### config.mk
export PLATFORM = sky130hd
export DESIGN_NAME = pong_game_ctrl
export DESIGN_NICKNAME = d
export VERILOG_FILES = /design/src/rtl/pong_game_ctrl.sv
export SDC_FILE = /design/constraint.sdc
export NUM_CORES = 1
export LEC_CHECK = 0
export ABC_AREA = 1
export CORE_UTILIZATION = 40
export DETAILED_ROUTE_END_ITERATION = 6
export HOLD_SLACK_MARGIN = 0.03
export PLACE_DENSITY = 0.77
export SETUP_SLACK_MARGIN = 0.15
export SLEW_MARGIN = 20
export SYNTH_ARGS = -nofsm -noshare
export SYNTH_HDL_FRONTEND = slang
export SYNTH_SLANG_ARGS = --single-unit
### constraint.sdc
create_clock -name i_clk -period 1.65 [get_ports i_clk]
set_input_delay 0.165 -clock i_clk [delete_from_list [all_inputs] [get_ports i_clk]]
set_output_delay 0.165 -clock i_clk [all_outputs]
set_load 0.005 [all_outputs]
### src/rtl/pong_game_ctrl.sv
// Game sequencer for the bouncing-ball datapath: serve hold, play with
// paddle hit/miss detection, post-miss freeze, and game-over. Drives the
// ball block's reset/animate and keeps a saturating score and a lives count.
module pong_game_ctrl #(
    parameter int unsigned LIVES        = 3,
    parameter int unsigned SERVE_FRAMES = 60,
    parameter int unsigned MISS_FRAMES  = 30,
    parameter int unsigned PAD_Y        = 460,
    parameter int unsigned MISS_Y       = 478,
    parameter int unsigned SCORE_W      = 8
) (
    input  logic               i_clk,
    input  logic               i_rst_n,
    input  logic               i_ani_stb,
    input  logic               i_start,
    input  logic [11:0]        i_ball_x1,
    input  logic [11:0]        i_ball_x2,
    input  logic [11:0]        i_ball_y2,
    input  logic [11:0]        i_pad_x1,
    input  logic [11:0]        i_pad_x2,
    output logic               o_ball_rst,
    output logic               o_animate,
    output logic [SCORE_W-1:0] o_score,
    output logic [1:0]         o_lives,
    output logic [2:0]         o_state,
    output logic               o_game_over
);

    typedef enum logic [2:0] {
        StIdle  = 3'd0,
        StServe = 3'd1,
        StPlay  = 3'd2,
        StMiss  = 3'd3,
        StOver  = 3'd4
    } state_e;

    localparam logic [7:0]  ServeLast = 8'(SERVE_FRAMES - 1);
    localparam logic [7:0]  MissLast  = 8'(MISS_FRAMES - 1);
    localparam logic [11:0] PadY      = 12'(PAD_Y);
    localparam logic [11:0] MissY     = 12'(MISS_Y);
    localparam logic [1:0]  LivesInit = 2'(LIVES);

    state_e               state_q, state_d;
    logic [SCORE_W-1:0]   score_q, score_d;
    logic [1:0]           lives_q, lives_d;
    logic [7:0]           cnt_q, cnt_d;
    logic                 latch_q, latch_d;
    logic                 start_q;

    logic start_rise;
    logic in_band;
    logic missed;
    logic overlap;

    assign start_rise = i_start & ~start_q;
    assign in_band    = (i_ball_y2 >= PadY);
    assign missed     = (i_ball_y2 >= MissY);
    assign overlap    = (i_ball_x2 >= i_pad_x1) && (i_ball_x1 <= i_pad_x2);

    // Next-state and datapath updates for the game sequence.
    always_comb begin
        state_d = state_q;
        score_d = score_q;
        lives_d = lives_q;
        cnt_d   = cnt_q;
        latch_d = latch_q;

        case (state_q)
            StIdle, StOver: begin
                // Strobe is ignored here; only a fresh press starts a game.
                if (start_rise) begin
                    state_d = StServe;
                    score_d = '0;
                    lives_d = LivesInit;
                    cnt_d   = '0;
                end
            end
            StServe: begin
                if (i_ani_stb) begin
                    if (cnt_q == ServeLast) begin
                        state_d = StPlay;
                        cnt_d   = '0;
                        latch_d = 1'b0;
                    end else begin
                        cnt_d = cnt_q + 8'd1;
                    end
                end
            end
            StPlay: begin
                if (i_ani_stb) begin
                    if (missed) begin
                        // A miss outranks any paddle overlap on the same frame.
                        lives_d = lives_q - 2'd1;
                        cnt_d   = '0;
                        state_d = (lives_q == 2'd1) ? StOver : StMiss;
                    end else if (in_band) begin
                        if (overlap && !latch_q) begin
                            if (score_q != {SCORE_W{1'b1}}) begin
                                score_d = score_q + 1'b1;
                            end
                            latch_d = 1'b1;
                        end
                    end else begin
                        latch_d = 1'b0;
                    end
                end
            end
            StMiss: begin
                if (i_ani_stb) begin
                    if (cnt_q == MissLast) begin
                        state_d = StServe;
                        cnt_d   = '0;
                    end else begin
                        cnt_d = cnt_q + 8'd1;
                    end
                end
            end
            default: state_d = StIdle;
        endcase
    end

    // State and datapath registers with asynchronous clear.
    always_ff @(posedge i_clk or negedge i_rst_n) begin
        if (!i_rst_n) begin
            state_q <= StIdle;
            score_q <= '0;
            lives_q <= '0;
            cnt_q   <= '0;
            latch_q <= 1'b0;
            start_q <= 1'b0;
        end else begin
            state_q <= state_d;
            score_q <= score_d;
            lives_q <= lives_d;
            cnt_q   <= cnt_d;
            latch_q <= latch_d;
            start_q <= i_start;
        end
    end

    // Moore output decode from the state register only.
    always_comb begin
        o_ball_rst  = 1'b1;
        o_animate   = 1'b0;
        o_game_over = 1'b0;
        case (state_q)
            StIdle, StServe: o_ball_rst = 1'b1;
            StPlay: begin
                o_ball_rst = 1'b0;
                o_animate  = 1'b1;
            end
            StMiss: o_ball_rst = 1'b0;
            StOver: begin
                o_ball_rst  = 1'b0;
                o_game_over = 1'b1;
            end
            default: o_ball_rst = 1'b1;
        endcase
    end

    assign o_state = state_q;
    assign o_score = score_q;
    assign o_lives = lives_q;

endmodule

Word level (Yosys, flattened, before mapping)
Cells that the tools add are included.
W data, S select, Z words.

word-level totals
  bits in registers = 23
  bits in latches = 0
  RAM bits = 0
  memory bits (read-only) = 0
  bits of input ports = 64
  output and inout bits = 16
  memories kept = 0

operators by class
  add/subtract/negate cells = 3
  multipliers = 0
  divide/modulo/power cells = 0
  $lt $le $gt $ge = 4
  equality and inequality tests = 20
  shift operators = 0
  multiplexer cells = 37
  bitwise gates (word level) = 2
  reductions and logical operators = 14

operators by type and width
  operator               count
  $mux W8                12
  $pmux W8 S4            1
  $ge A12 B9 Y1 const B  2
  $mux W3                8
  $ne A2 B2 Y1 const B   11
  $add A8 B1 Y8 const B  2
  $pmux W8 S2            1
  $reduce_and A7 Y1      2
  $ge A12 B12 Y1         1
  $le A12 B12 Y1         1
  $pmux W3 S4            1
  $reduce_and A6 Y1      2
  $mux W1                9
  $eq A8 B5 Y1 const B   1
  $eq A8 B6 Y1 const B   1
  $ne A8 B8 Y1 const B   1
  $eq A3 B2 Y1 const B   2
  $mux W2                3
  $pmux W2 S2            1
  $reduce_and A4 Y1      1
  $reduce_bool A2 Y1     2
  $reduce_bool A4 Y1     1
  $eq A3 B1 Y1 const B   1
  $eq A3 B3 Y1 const B   1
  other kinds (11)       12

Logic depth before layout (Yosys ltp)
Gate-level depths: netlist of run 1.

  depth after elaboration = 8
  mapped depth = 14
  depth with buffers taken out = 14

Worst setup path before layout of run 1
OpenSTA, ideal clock, no wires.

  path type = register -> register
  start = register score_q[0], in the netlist o_score[0]
  end = register score_q[2], in the netlist o_score[2]
  arrival = 1.527 ns
  slack = 0.006 ns
  cell stages (with the launch flop) = 10
  cells stage by stage = dfrtp_1 > ha_1 > nand3_1 > nor2_1 > nand3_1 > a21oi_1 > nor3_4 > nand2_4 > nand2_1 > nand2_1

between the ends
  cells in the longest elaborated chain, start to end = 7

RTL lines
  item                    RTL line  source
  from (decl)             44        logic [SCORE_W-1:0] score_q, score_d;
  from (signal assigned)  133       score_q <= score_d;
  $add A8 B1 Y8           99        score_d = score_q + 1'b1;
  $mux W8                 98        if (score_q != {SCORE_W{1'b1}}) begin
  $mux W8                 97        if (overlap && !latch_q) begin
  $mux W8                 96        end else if (in_band) begin
  $mux W8                 91        if (missed) begin
  $mux W8                 90        if (i_ani_stb) begin
  $pmux W8 S2             68        case (state_q)

Several ways; a longest one is shown, not always the timed one. The select of a mux whose other input is x is not followed.
A chain may end at the register's enable or synchronous reset.

Final worst setup path of run 1
  start = register state_q[1], in the netlist o_state[1]
  end = register cnt_q[2]

between the ends
  cells in the longest elaborated chain, start to end = 4

RTL lines
  item                                                                 RTL line  source
  from (decl)                                                          43        state_e state_q, state_d;
  from (signal assigned)                                               125       state_q <= StIdle;
  from (signal assigned)                                               132       state_q <= state_d;
  $eq A3 B3 Y1 or $logic_not A3 Y1 (tied branches)                     68
  $reduce_or A2 Y1                                                     68
  $reduce_bool A4 Y1 (no source line) or $ne A2 B2 Y1 (tied branches)  -
  $reduce_and A6 Y1 (no source line)                                   -
  to (signal assigned)                                                 135       cnt_q <= cnt_d;
  to (decl)                                                            46        logic [7:0] cnt_q, cnt_d;

Several ways; a longest one is shown, not always the timed one.

==> results of run 1 <==
metal layers:
metal / GRT usage, % / share of wire, %
met3: 2.30 / 3.8
met4: 5.87 / 2.0
met1: 28.8 / 43
met5: 0 / 0
met2: 39.6 / 51
state kept, by name, summed over array words and instances (netlist names):
name,flops
latch_q,1
start_q,1
cnt_q,8
o_state,3
o_lives,2
o_score,8
metrics by stage:
step | instance area, um^2 | hold slack [ns] | power (uW) | cells
global route | 3850 | 0.264 | 4790 | 503
floorplan | 2130 | -0.131 | 1840 | 308
finish | 3850 | 0.232 | 4520 | 503
CTS | 3520 | 0.249 | 3650 | 491
global placement | 3160 | 0.504 | 2720 | 475
detailed placement | 3160 | 0.512 | 2770 | 475
cells in the final DEF (no fill, tap or decap), types with 4 or more instances in the layout:
cell | synthesis | final
o21ai_2 | 0 | 8
buf_6 | 0 | 13
nor2_2 | 1 | 5
buf_4 | 0 | 28
nand4_1 | 4 | 4
a21oi_1 | 18 | 12
nor2_4 | 1 | 5
nand2_2 | 2 | 11
nand3_1 | 28 | 12
a21oi_2 | 2 | 5
nor2_1 | 30 | 22
ha_1 | 28 | 15
clkdlybuf4s50_1 | 0 | 37
nand2_1 | 65 | 52
o21ai_1 | 2 | 8
ha_4 | 0 | 10
inv_1 | 56 | 40
nand2_4 | 2 | 5
dlygate4sd2_1 | 0 | 36
dfrtp_1 | 23 | 23
inv_2 | 5 | 16
nand3_2 | 0 | 15
cell type report:
type                            count  area (um^2)
Inverter                           61          249
Timing Repair inverter              1         11.3
Fill cell                         363         1230
Clock inverter                      1         5.00
Tap cell                           70         87.6
Multi-Input combinational cell    224         1780
Timing Repair Buffer              120         1100
Sequential cell                    23          576
Clock buffer                        3         41.3
power groups by stage:
stage / combinational, uW / clock (uW) / sequential [uW]
3_5_place_dp: 1990 / 0 / 781
3_3_place_gp: 1950 / 0 / 778
6_report: 3370 / 375 / 779
2_1_floorplan: 1050 / 0 / 789
5_1_grt: 3610 / 388 / 791
4_1_cts: 2510 / 368 / 774
what timing repair did:
| action | 4_1_cts | 5_1_grt |
|---|---|---|
| gates cloned | 2 | 0 |
| setup endpoints to repair | 24 | 27 |
| resized for setup | 103 | 87 |
| pin swaps | 66 | 19 |
| setup buffers | 10 | 12 |
| endpoints found under the hold margin | 0 | 0 |
cells by family after synthesis:
family	synth area share, %
multiplexers	0.475
AO/OA/AOI/OAI	12.1
buffers and inverters	11.1
XOR/XNOR	1.25
AND/OR/NAND/NOR	31.1
flip-flops	27.3
adder cells (fa/ha/maj)	16.6
critical path, delay by kind of cell (launching register included):
| family | cells | cell delay [ns] |
|---|---|---|
| and+or+nand+nor | 7 | 0.63 |
| AOI/OAI and AO/OA | 1 | 0.19 |
| DFF | 1 | 0.44 |
| buffers and inverters | 4 | 0.32 |
final timing paths:
path | start | endpoint | slack [ns]
min in group i_clk | i_start | start_q$_DFF_PN0_ | 0.40
setup reg to reg | o_state[1]$_DFFE_PN0P_ | cnt_q[2]$_DFFE_PN0P_ | -0.04
setup / recovery | o_state[1]$_DFFE_PN0P_ | cnt_q[2]$_DFFE_PN0P_ | -0.04
max in group asynchronous | i_rst_n | o_score[3]$_DFFE_PN0P_ | 1.19
hold reg to reg | latch_q$_DFFE_PN0P_ | latch_q$_DFFE_PN0P_ | 0.54
hold / removal | i_rst_n | cnt_q[7]$_DFFE_PN0P_ | 0.23
==> impl_metrics.xml, run 1 <==
<?xml version="1.0" encoding="UTF-8"?>
<metrics>
  <group name="run_status">
    <metric name="result_of_the_run" unit="">finished with violations</metric>
    <metric name="violations" unit="">negative setup slack</metric>
  </group>
  <group name="yosys">
    <metric name="synth.ff_latch_count" unit="">23</metric>
    <metric name="top_cell_types_by_occurrence_after_synthesis" unit="">nand2_1 (65), inv_1 (56), nor2_1 (30)</metric>
    <metric name="ys_async_sr_fraction" unit="%">100</metric>
    <metric name="netlist_top_cells_area" unit="">dfrtp_1 (27%), ha_1 (17%), nand2_1 (12%)</metric>
    <metric name="net_count_of_the_mapped_netlist" unit="">400</metric>
    <metric name="synth.distinct_cells" unit="">33</metric>
    <metric name="post_synth_top_area_share" unit="%">27.3</metric>
    <metric name="synth_seq_area_share" unit="%">27.3</metric>
    <metric name="postSynthAreaPerCell" unit="um^2">6.84</metric>
    <metric name="dominant_register_cell_in_the_synthesized_netlist" unit="">dfrtp_1</metric>
    <metric name="yosysWarnings" unit="">0</metric>
    <metric name="post_synth_inst_count" unit="">308</metric>
    <metric name="synth_edf_count" unit="">0</metric>
    <metric name="synth.most_common_cell" unit="">nand2_1</metric>
    <metric name="mappedNetlistArea" unit="um^2">2110</metric>
    <metric name="synth_top_area_cell" unit="">dfrtp_1</metric>
  </group>
  <group name="floorplan">
    <metric name="fp.dieW" unit="um">74.6</metric>
    <metric name="dieHeight" unit="um">74.6</metric>
    <metric name="core_area" unit="um^2">5070</metric>
    <metric name="placement_rows" unit="">26</metric>
    <metric name="initial_core_util" unit="%">41.5</metric>
    <metric name="dieArea" unit="um^2">5560</metric>
    <metric name="boundaryPins" unit="">80</metric>
  </group>
  <group name="sta">
    <metric name="clock_tree_skew_after_final_layout" unit="ns">0.00351</metric>
    <metric name="setup-violations-final" unit="">9</metric>
    <metric name="setup_repair_after_global_routing_missed_its_margin" unit="">yes</metric>
    <metric name="slew_viol_final" unit="">0</metric>
    <metric name="timing.final.crit_share" unit="%">102</metric>
    <metric name="finalWorstSetupSlack" unit="ns">-0.0392</metric>
    <metric name="tightestPinTransition" unit="ns">0.497</metric>
    <metric name="tmin_final" unit="ns">1.69</metric>
    <metric name="fmax" unit="GHz">0.592</metric>
    <metric name="slew-limit-headroom" unit="%">66.9</metric>
    <metric name="finalHoldViolCount" unit="">0</metric>
    <metric name="fin_tns_setup" unit="ns">-0.128</metric>
  </group>
  <group name="pwr">
    <metric name="power.sequential.fraction" unit="%">17.2</metric>
    <metric name="share_clk_of_total_power" unit="%">8.3</metric>
    <metric name="powerDensity" unit="nW/um^2">1170</metric>
    <metric name="power_frac_comb" unit="%">74.5</metric>
    <metric name="internal-power" unit="uW">2420</metric>
    <metric name="power.static_leakage" unit="uW">0.00185</metric>
    <metric name="power_switching" unit="uW">2100</metric>
    <metric name="power.switching_fraction" unit="%">46.5</metric>
    <metric name="max-vdd-ir-drop" unit="V">0.000589</metric>
  </group>
  <group name="detailed_routing">
    <metric name="drcViolationCount" unit="">0</metric>
    <metric name="initial_drc_count" unit="">128</metric>
    <metric name="first_pass_iters" unit="">4</metric>
    <metric name="final_antenna_net_count" unit="">0</metric>
    <metric name="avg_wl_per_cell" unit="um">13.7</metric>
    <metric name="num_vias" unit="">2511</metric>
    <metric name="viasPerCell" unit="">4.99</metric>
    <metric name="routed_wl" unit="um">6890</metric>
  </group>
  <group name="cells_and_area">
    <metric name="fin_nets" unit="">526</metric>
    <metric name="flow.area_growth_from_synthesis" unit="%">82.7</metric>
    <metric name="share_of_layout_cells_above_drive_strength_1" unit="%">35.6</metric>
    <metric name="diodes" unit="">0</metric>
    <metric name="finalCoreUtilization" unit="%">75.8</metric>
  </group>
  <group name="clock_tree">
    <metric name="cts_sinks" unit="">23</metric>
    <metric name="path_clk_slew" unit="ns">0.09</metric>
    <metric name="clock_tree.htree_level_count" unit="">1</metric>
    <metric name="cts-root-buf" unit="">clkbuf_8</metric>
    <metric name="tritoncts" unit="">yes</metric>
    <metric name="clock_tree.buffer_depth" unit="">2</metric>
    <metric name="cts_hold_buf" unit="">0</metric>
    <metric name="insertion_delay" unit="ns">0.28</metric>
    <metric name="cts_made_buffers" unit="">3</metric>
  </group>
  <group name="setup_path">
    <metric name="endpoint_kind" unit="">register</metric>
    <metric name="worst-setup-path-type" unit="">register to register</metric>
    <metric name="worst_ep_arrival_time" unit="ns">1.86</metric>
    <metric name="r2r_cells" unit="">12</metric>
    <metric name="timing.critical_path.slowest_cell_delay" unit="ns">0.44</metric>
    <metric name="worst-path-max-fanout" unit="">5</metric>
    <metric name="worst_path_most_repeated_cell" unit="">nand2_2</metric>
    <metric name="cp-start-kind" unit="">register</metric>
    <metric name="worst_ep_required_time" unit="ns">1.82</metric>
    <metric name="critical_path.cell_chain" unit="">nor2_2 &gt; inv_2 &gt; a21oi_2 &gt; inv_1 &gt; nand2_2 &gt; inv_4 &gt; nand2_8 &gt; inv_8 &gt; nand2_2 &gt; nand2_2 &gt; nand2_2 &gt; nor2_2</metric>
    <metric name="timing.critical_path.slowest_stage_cell" unit="">dfrtp_1</metric>
  </group>
  <group name="run">
    <metric name="max-cap-violations" unit="">0</metric>
  </group>
  <group name="global_routing">
    <metric name="grt.overflow.total" unit="">0</metric>
    <metric name="first_global_vias" unit="">2256</metric>
    <metric name="grt_pass1_wl" unit="um">9700</metric>
    <metric name="track_usage" unit="%">22.3</metric>
    <metric name="antenna_found_initial" unit="">0</metric>
    <metric name="grt_max_degree" unit="">24</metric>
  </group>
  <group name="min_path">
    <metric name="worstHoldPathType" unit="">primary input to async pin</metric>
  </group>
  <group name="placed_design">
    <metric name="gp_congestion" unit="">0.845</metric>
    <metric name="detailedPlace.worstSlack" unit="ns">-0.433</metric>
    <metric name="hpwl" unit="um">4220</metric>
    <metric name="port_buffers" unit="">78</metric>
  </group>
</metrics>
(Power assumes the default switching activity.)
==> run 2, diff against run 1 <==
Settings changed: CORE_MARGIN from default to 2.
==> run 2 against run 1 <==
  * Combinational power shrank 6.8%
  * Via count grew 4.0%
  * Critical path type unchanged
  * The run still ends with negative setup slack left
  * Clock power shrank 2%
  * Largest power group unchanged
  * Critical path depth shrank 1
  * Utilization is essentially flat
  * Wire length grew 3.8%
  * First-iteration DRC count grew 10%
  * Clock-buffer cell count is the same
==> impl_metrics.xml, run 2 (same netlist as run 1, synthesis figures left out) <==
<?xml version="1.0" encoding="UTF-8"?>
<metrics>
  <group name="run_status">
    <metric name="result_of_the_run" unit="">finished with violations</metric>
    <metric name="violations" unit="">negative setup slack</metric>
  </group>
  <group name="clock_tree">
    <metric name="cts-root-buf" unit="">clkbuf_8</metric>
    <metric name="clock_tree.htree_level_count" unit="">1</metric>
    <metric name="tritoncts" unit="">yes</metric>
    <metric name="cts_made_buffers" unit="">3</metric>
    <metric name="cts_sinks" unit="">23</metric>
    <metric name="clock_tree.buffer_depth" unit="">2</metric>
    <metric name="insertion_delay" unit="ns">0.27</metric>
    <metric name="path_clk_slew" unit="ns">0.09</metric>
    <metric name="cts_hold_buf" unit="">0</metric>
  </group>
  <group name="sta">
    <metric name="tightestPinTransition" unit="ns">0.355</metric>
    <metric name="slew_viol_final" unit="">0</metric>
    <metric name="fin_tns_setup" unit="ns">-0.116</metric>
    <metric name="slew-limit-headroom" unit="%">76.1</metric>
    <metric name="setup-violations-final" unit="">9</metric>
    <metric name="tmin_final" unit="ns">1.68</metric>
    <metric name="setup_repair_after_global_routing_missed_its_margin" unit="">yes</metric>
    <metric name="finalHoldViolCount" unit="">0</metric>
    <metric name="timing.final.crit_share" unit="%">102</metric>
    <metric name="finalWorstSetupSlack" unit="ns">-0.0316</metric>
    <metric name="clock_tree_skew_after_final_layout" unit="ns">0.00475</metric>
    <metric name="fmax" unit="GHz">0.595</metric>
  </group>
  <group name="floorplan">
    <metric name="core_area" unit="um^2">5110</metric>
    <metric name="dieHeight" unit="um">76.6</metric>
    <metric name="initial_core_util" unit="%">41.3</metric>
    <metric name="placement_rows" unit="">26</metric>
    <metric name="fp.dieW" unit="um">76.6</metric>
    <metric name="boundaryPins" unit="">80</metric>
    <metric name="dieArea" unit="um^2">5860</metric>
  </group>
  <group name="cells_and_area">
    <metric name="stdcell_area" unit="um^2">3870</metric>
    <metric name="most-common-layout-cells" unit="">nand2_1 (53), dlygate4sd2_1 (42), inv_1 (40)</metric>
    <metric name="layout_commonest_cell" unit="">nand2_1</metric>
    <metric name="diodes" unit="">0</metric>
    <metric name="fin_nets" unit="">529</metric>
    <metric name="finalCoreUtilization" unit="%">75.8</metric>
    <metric name="share_of_layout_cells_above_drive_strength_1" unit="%">35.8</metric>
    <metric name="final.fill_count" unit="">386</metric>
    <metric name="flow.area_growth_from_synthesis" unit="%">83.8</metric>
  </group>
  <group name="setup_path">
    <metric name="r2r-end" unit="">o_score[5]$_DFFE_PN0P_</metric>
    <metric name="worst_ep_required_time" unit="ns">1.86</metric>
    <metric name="endpoint_kind" unit="">register</metric>
    <metric name="r2r_cells" unit="">11</metric>
    <metric name="critical_path.cell_chain" unit="">inv_2 &gt; nor2_4 &gt; nand2_4 &gt; inv_6 &gt; buf_6 &gt; a21oi_2 &gt; inv_2 &gt; nor3_4 &gt; buf_6 &gt; nand3_2 &gt; nand2_1</metric>
    <metric name="worst_ep_arrival_time" unit="ns">1.89</metric>
    <metric name="critPathBufInv" unit="">5</metric>
    <metric name="regToRegStartpoint" unit="">o_state[1]$_DFFE_PN0P_</metric>
    <metric name="timing.critical_path.slowest_stage_cell" unit="">dfrtp_1</metric>
    <metric name="worst-path-max-fanout" unit="">8</metric>
    <metric name="cp-start-kind" unit="">register</metric>
    <metric name="worst-setup-path-type" unit="">register to register</metric>
    <metric name="critical_path.top_delay_family" unit="">buffers and inverters</metric>
    <metric name="timing.critical_path.slowest_cell_delay" unit="ns">0.41</metric>
    <metric name="regToRegSetupSlack" unit="ns">-0.03</metric>
  </group>
  <group name="detailed_routing">
    <metric name="initial_drc_count" unit="">141</metric>
    <metric name="drcViolationCount" unit="">0</metric>
    <metric name="routed_wl" unit="um">7150</metric>
    <metric name="num_vias" unit="">2611</metric>
    <metric name="avg_wl_per_cell" unit="um">14.1</metric>
    <metric name="viasPerCell" unit="">5.16</metric>
    <metric name="first_pass_iters" unit="">6</metric>
    <metric name="final_antenna_net_count" unit="">0</metric>
  </group>
  <group name="global_routing">
    <metric name="track_usage" unit="%">22.2</metric>
    <metric name="grt.overflow.total" unit="">0</metric>
    <metric name="antenna_found_initial" unit="">0</metric>
    <metric name="first_global_vias" unit="">2438</metric>
    <metric name="grt_max_degree" unit="">24</metric>
    <metric name="grt_pass1_wl" unit="um">10700</metric>
  </group>
  <group name="pwr">
    <metric name="max-vdd-ir-drop" unit="V">0.000642</metric>
    <metric name="power_frac_comb" unit="%">72.9</metric>
    <metric name="power.sequential.fraction" unit="%">18.6</metric>
    <metric name="powerDensity" unit="nW/um^2">1110</metric>
    <metric name="internal-power" unit="uW">2360</metric>
    <metric name="share_clk_of_total_power" unit="%">8.5</metric>
    <metric name="power_switching" unit="uW">1950</metric>
    <metric name="power.static_leakage" unit="uW">0.00189</metric>
    <metric name="power.switching_fraction" unit="%">45.3</metric>
  </group>
  <group name="placed_design">
    <metric name="detailedPlace.worstSlack" unit="ns">-0.459</metric>
    <metric name="detailed_place.area" unit="um^2">3160</metric>
    <metric name="gp_congestion" unit="">0.778</metric>
    <metric name="hpwl" unit="um">4320</metric>
    <metric name="port_buffers" unit="">78</metric>
  </group>
  <group name="run">
    <metric name="max-cap-violations" unit="">0</metric>
  </group>
  <group name="min_path">
    <metric name="worstHoldPathType" unit="">primary input to async pin</metric>
  </group>
</metrics>
[run 2: worst max-delay path by stage]
| stage | from | endpoint | slack, ns | cells past startpoint |
|---|---|---|---|---|
| after global routing | o_state[1]$_DFFE_PN0P_ | o_score[6]$_DFFE_PN0P_ | -0.10 | 11 |
| after floorplan | o_score[0]$_DFFE_PN0P_ | o_score[2]$_DFFE_PN0P_ | 0.1 | 9 |
| after global placement | i_pad_x1[11] | o_score[2]$_DFFE_PN0P_ | -0.40 | 14 |
| final | o_state[1]$_DFFE_PN0P_ | o_score[5]$_DFFE_PN0P_ | -0.03 | 11 |
| after CTS | o_state[1]$_DFFE_PN0P_ | o_ball_rst | 0.08 | 6 |
| after detailed placement | i_pad_x1[11] | o_score[5]$_DFFE_PN0P_ | -0.46 | 14 |
[run 2: worst reg2reg max path, delay by kind of cell (launching register included)]
kind / cells / cell delay (ns)
compound gates: 1 / 0.16
buf+inv: 5 / 0.54
flops: 1 / 0.41
simple gates: 5 / 0.51
[run 2: repair_timing]
item,4_1_cts,5_1_grt
endpoints found under the setup margin,23,31
pin swaps,69,11
resized for setup,135,47
buffers inserted,16,11
[run 2: power groups by stage]
| stage | Sequential [uW] | Combinational (uW) | Clock, uW |
|---|---|---|---|
| global placement | 779 | 1940 | 0 |
| detailed placement | 781 | 1980 | 0 |
| finish | 803 | 3140 | 367 |
| CTS | 777 | 2600 | 365 |
| global route | 814 | 3360 | 391 |
| floorplan | 789 | 1050 | 0 |
[run 2: layout make-up]
cell class / count / area (um^2) / area share, %
clock buffer: 3 / 41.3 / 1.07
tap: 70 / 87.6 / 2.26
clock inverter: 1 / 5.00 / 0.129
multi-input combinational: 223 / 1780 / 46.1
sequential: 23 / 579 / 15.0
inverter: 61 / 244 / 6.30
timing repair buffer: 125 / 1130 / 29.2
[run 2: metrics by stage]
stage / total power, uW / hold WS, ns / std cells
2_1_floorplan: 1840 / -0.131 / 308
3_3_place_gp: 2720 / 0.505 / 475
3_5_place_dp: 2760 / 0.516 / 475
4_1_cts: 3740 / 0.253 / 495
5_1_grt: 4560 / 0.262 / 506
6_report: 4310 / 0.235 / 506
[run 2: metal layers]
metal	global-route usage, %	wire length, um
met3	2.96	381
met1	27.4	2870
met5	0	0
met2	39.6	3700
met4	8.00	201
==> run 3, diff against run 2 <==
Settings changed: PLACE_DENSITY 0.77 to 0.82.
==> run 3 against run 2 <==
  * Register-to-register slack worse by 0.06 ns
  * The run still ends with negative setup slack left
  * Sequential cell count stayed put
  * Maximum frequency decreased by 3.3%
  * Sequential share of layout area hardly changed
  * Cell area unchanged
  * Critical path type unchanged
  * Utilization unchanged
==> impl_metrics.xml, run 3 (same netlist as run 1, synthesis figures left out) <==
<?xml version="1.0" encoding="UTF-8"?>
<metrics>
  <group name="setup_path">
    <metric name="regToRegStartpoint" unit="">cnt_q[1]$_DFFE_PN0P_</metric>
    <metric name="r2r-end" unit="">cnt_q[4]$_DFFE_PN0P_</metric>
    <metric name="worst-path-max-fanout" unit="">3</metric>
    <metric name="cp-start-kind" unit="">register</metric>
    <metric name="r2r_cells" unit="">9</metric>
    <metric name="worst_ep_arrival_time" unit="ns">1.91</metric>
    <metric name="worst-setup-path-type" unit="">register to register</metric>
    <metric name="endpoint_kind" unit="">register</metric>
    <metric name="crit_start" unit="">cnt_q[1]$_DFFE_PN0P_</metric>
    <metric name="regToRegSetupSlack" unit="ns">-0.09</metric>
    <metric name="worst_ep_required_time" unit="ns">1.82</metric>
  </group>
  <group name="floorplan">
    <metric name="placement_rows" unit="">26</metric>
    <metric name="boundaryPins" unit="">80</metric>
    <metric name="initial_core_util" unit="%">41.3</metric>
    <metric name="dieArea" unit="um^2">5860</metric>
    <metric name="fp.dieW" unit="um">76.6</metric>
    <metric name="core_area" unit="um^2">5110</metric>
    <metric name="dieHeight" unit="um">76.6</metric>
  </group>
  <group name="sta">
    <metric name="fin_tns_setup" unit="ns">-0.279</metric>
    <metric name="slew-limit-headroom" unit="%">68.8</metric>
    <metric name="timing.final.crit_share" unit="%">105</metric>
    <metric name="finalHoldViolCount" unit="">0</metric>
    <metric name="setup-violations-final" unit="">8</metric>
    <metric name="tmin_final" unit="ns">1.74</metric>
    <metric name="fmax" unit="GHz">0.575</metric>
    <metric name="tightestPinTransition" unit="ns">0.465</metric>
    <metric name="finalWorstSetupSlack" unit="ns">-0.0888</metric>
    <metric name="setup_repair_after_global_routing_missed_its_margin" unit="">yes</metric>
    <metric name="slew_viol_final" unit="">0</metric>
    <metric name="clock_tree_skew_after_final_layout" unit="ns">0.0100</metric>
  </group>
  <group name="global_routing">
    <metric name="grt_max_degree" unit="">24</metric>
    <metric name="track_usage" unit="%">23.5</metric>
    <metric name="grt.overflow.total" unit="">0</metric>
    <metric name="antenna_found_initial" unit="">0</metric>
    <metric name="grt_pass1_wl" unit="um">11300</metric>
    <metric name="first_global_vias" unit="">2538</metric>
  </group>
  <group name="detailed_routing">
    <metric name="first_pass_iters" unit="">5</metric>
    <metric name="avg_wl_per_cell" unit="um">15.5</metric>
    <metric name="routed_wl" unit="um">7940</metric>
    <metric name="viasPerCell" unit="">5.16</metric>
    <metric name="drcViolationCount" unit="">0</metric>
    <metric name="final_antenna_net_count" unit="">0</metric>
    <metric name="initial_drc_count" unit="">167</metric>
    <metric name="num_vias" unit="">2637</metric>
  </group>
  <group name="cells_and_area">
    <metric name="most-common-layout-cells" unit="">nand2_1 (58), dlygate4sd2_1 (42), buf_4 (40)</metric>
    <metric name="fin_nets" unit="">534</metric>
    <metric name="layout_commonest_cell" unit="">nand2_1</metric>
    <metric name="share_of_layout_cells_above_drive_strength_1" unit="%">36.5</metric>
    <metric name="diodes" unit="">0</metric>
    <metric name="finalCoreUtilization" unit="%">75.8</metric>
    <metric name="stdcell_area" unit="um^2">3870</metric>
    <metric name="final.fill_count" unit="">377</metric>
    <metric name="flow.area_growth_from_synthesis" unit="%">83.8</metric>
  </group>
  <group name="run_status">
    <metric name="result_of_the_run" unit="">finished with violations</metric>
    <metric name="violations" unit="">negative setup slack</metric>
  </group>
  <group name="placed_design">
    <metric name="gp_congestion" unit="">0.832</metric>
    <metric name="detailed_place.area" unit="um^2">3160</metric>
    <metric name="hpwl" unit="um">4370</metric>
    <metric name="port_buffers" unit="">78</metric>
  </group>
  <group name="min_path">
    <metric name="worstHoldPathType" unit="">primary input to async pin</metric>
  </group>
  <group name="pwr">
    <metric name="power.static_leakage" unit="uW">0.00184</metric>
    <metric name="powerDensity" unit="nW/um^2">1160</metric>
    <metric name="power" unit="uW">4510</metric>
    <metric name="max-vdd-ir-drop" unit="V">0.000727</metric>
  </group>
  <group name="clock_tree">
    <metric name="tritoncts" unit="">yes</metric>
    <metric name="cts_sinks" unit="">23</metric>
    <metric name="cts-root-buf" unit="">clkbuf_8</metric>
    <metric name="insertion_delay" unit="ns">0.29</metric>
    <metric name="cts_made_buffers" unit="">3</metric>
    <metric name="cts_hold_buf" unit="">0</metric>
    <metric name="clock_tree.buffer_depth" unit="">2</metric>
    <metric name="clock_tree.htree_level_count" unit="">1</metric>
    <metric name="path_clk_slew" unit="ns">0.10</metric>
  </group>
  <group name="run">
    <metric name="max-cap-violations" unit="">0</metric>
  </group>
</metrics>
==> run 3: changes by cell type in the layout (fill, tap and decap cells not counted), moves of 3 or more <==
cell | previous run | this run
buf_4 | 35 | 40
clkdlybuf4s50_1 | 31 | 34
dlymetal6s2s_1 | 3 | 0
nand2_1 | 53 | 58
nand2_2 | 10 | 6
nor2_2 | 5 | 10
nor2_4 | 6 | 2
o21ai_1 | 11 | 8
o21ai_2 | 4 | 7
==> run 3: through the flow <==
| step | instances | hold slack [ns] | worst slack, ns |
|---|---|---|---|
| floorplan | 308 | -0.131 | 0.0965 |
| global placement | 476 | 0.499 | -0.407 |
| detailed placement | 476 | 0.499 | -0.471 |
| CTS | 502 | 0.241 | 0.0455 |
| global route | 511 | 0.263 | -0.174 |
| finish | 511 | 0.232 | -0.0888 |
==> run 3: worst max-delay path by stage <==
stage	depth (start not counted)	endpoint	slack [ns]
after CTS	6	o_ball_rst	0.05
after detailed placement	14	o_score[7]$_DFFE_PN0P_	-0.47
after floorplan	9	o_score[2]$_DFFE_PN0P_	0.1
final	9	cnt_q[4]$_DFFE_PN0P_	-0.09
after global routing	9	cnt_q[4]$_DFFE_PN0P_	-0.17
after global placement	14	o_score[2]$_DFFE_PN0P_	-0.41
==> run 3: cell type report <==
type                       count  area (um^2)  area share (%)
clock buffer                   3         41.3            1.07
clock inverter                 1         7.51           0.194
inverter                      61          246            6.36
multi-input combinational    223         1740            45.0
sequential                    23          578            14.9
tap                           70         87.6            2.26
timing repair buffer         129         1160            30.1
timing repair inverter         1         6.26           0.161
==> run 3: critical path: stages, from the launching register on <==
cell and delay (ns):
dfrtp_1 0.41, ha_2 0.21, nand2_2 0.07, buf_4 0.15, nor2_1 0.14, xor2_1 0.28
nand3b_1 0.15, o31ai_1 0.09, nand2_2 0.08, o21ai_2 0.05
==> run 3: routing by layer <==
metal / up-vias / track usage (%) / wire [um]
met5: - / 0 / 0
met4: 0 / 6.55 / 208
met3: 24 / 3.20 / 412
met2: 126 / 43.8 / 4080
met1: 1223 / 28.1 / 3230
li1: 1264 / - / -
==> run 3: report_power, final <==
part	total (uW)	switching (uW)	leakage, uW	internal (uW)
combinational	3340	1730	0.00151	1610
sequential	785	108	0.000302	677
clock	391	219	0.0000217	172
==> run 3: timing repair <==
item                       4_1_cts  5_1_grt
pin swaps                       66       13
gates resized for setup        140       32
cloned                           1        0
setup endpoints to repair       24       26
buffers inserted                21        9
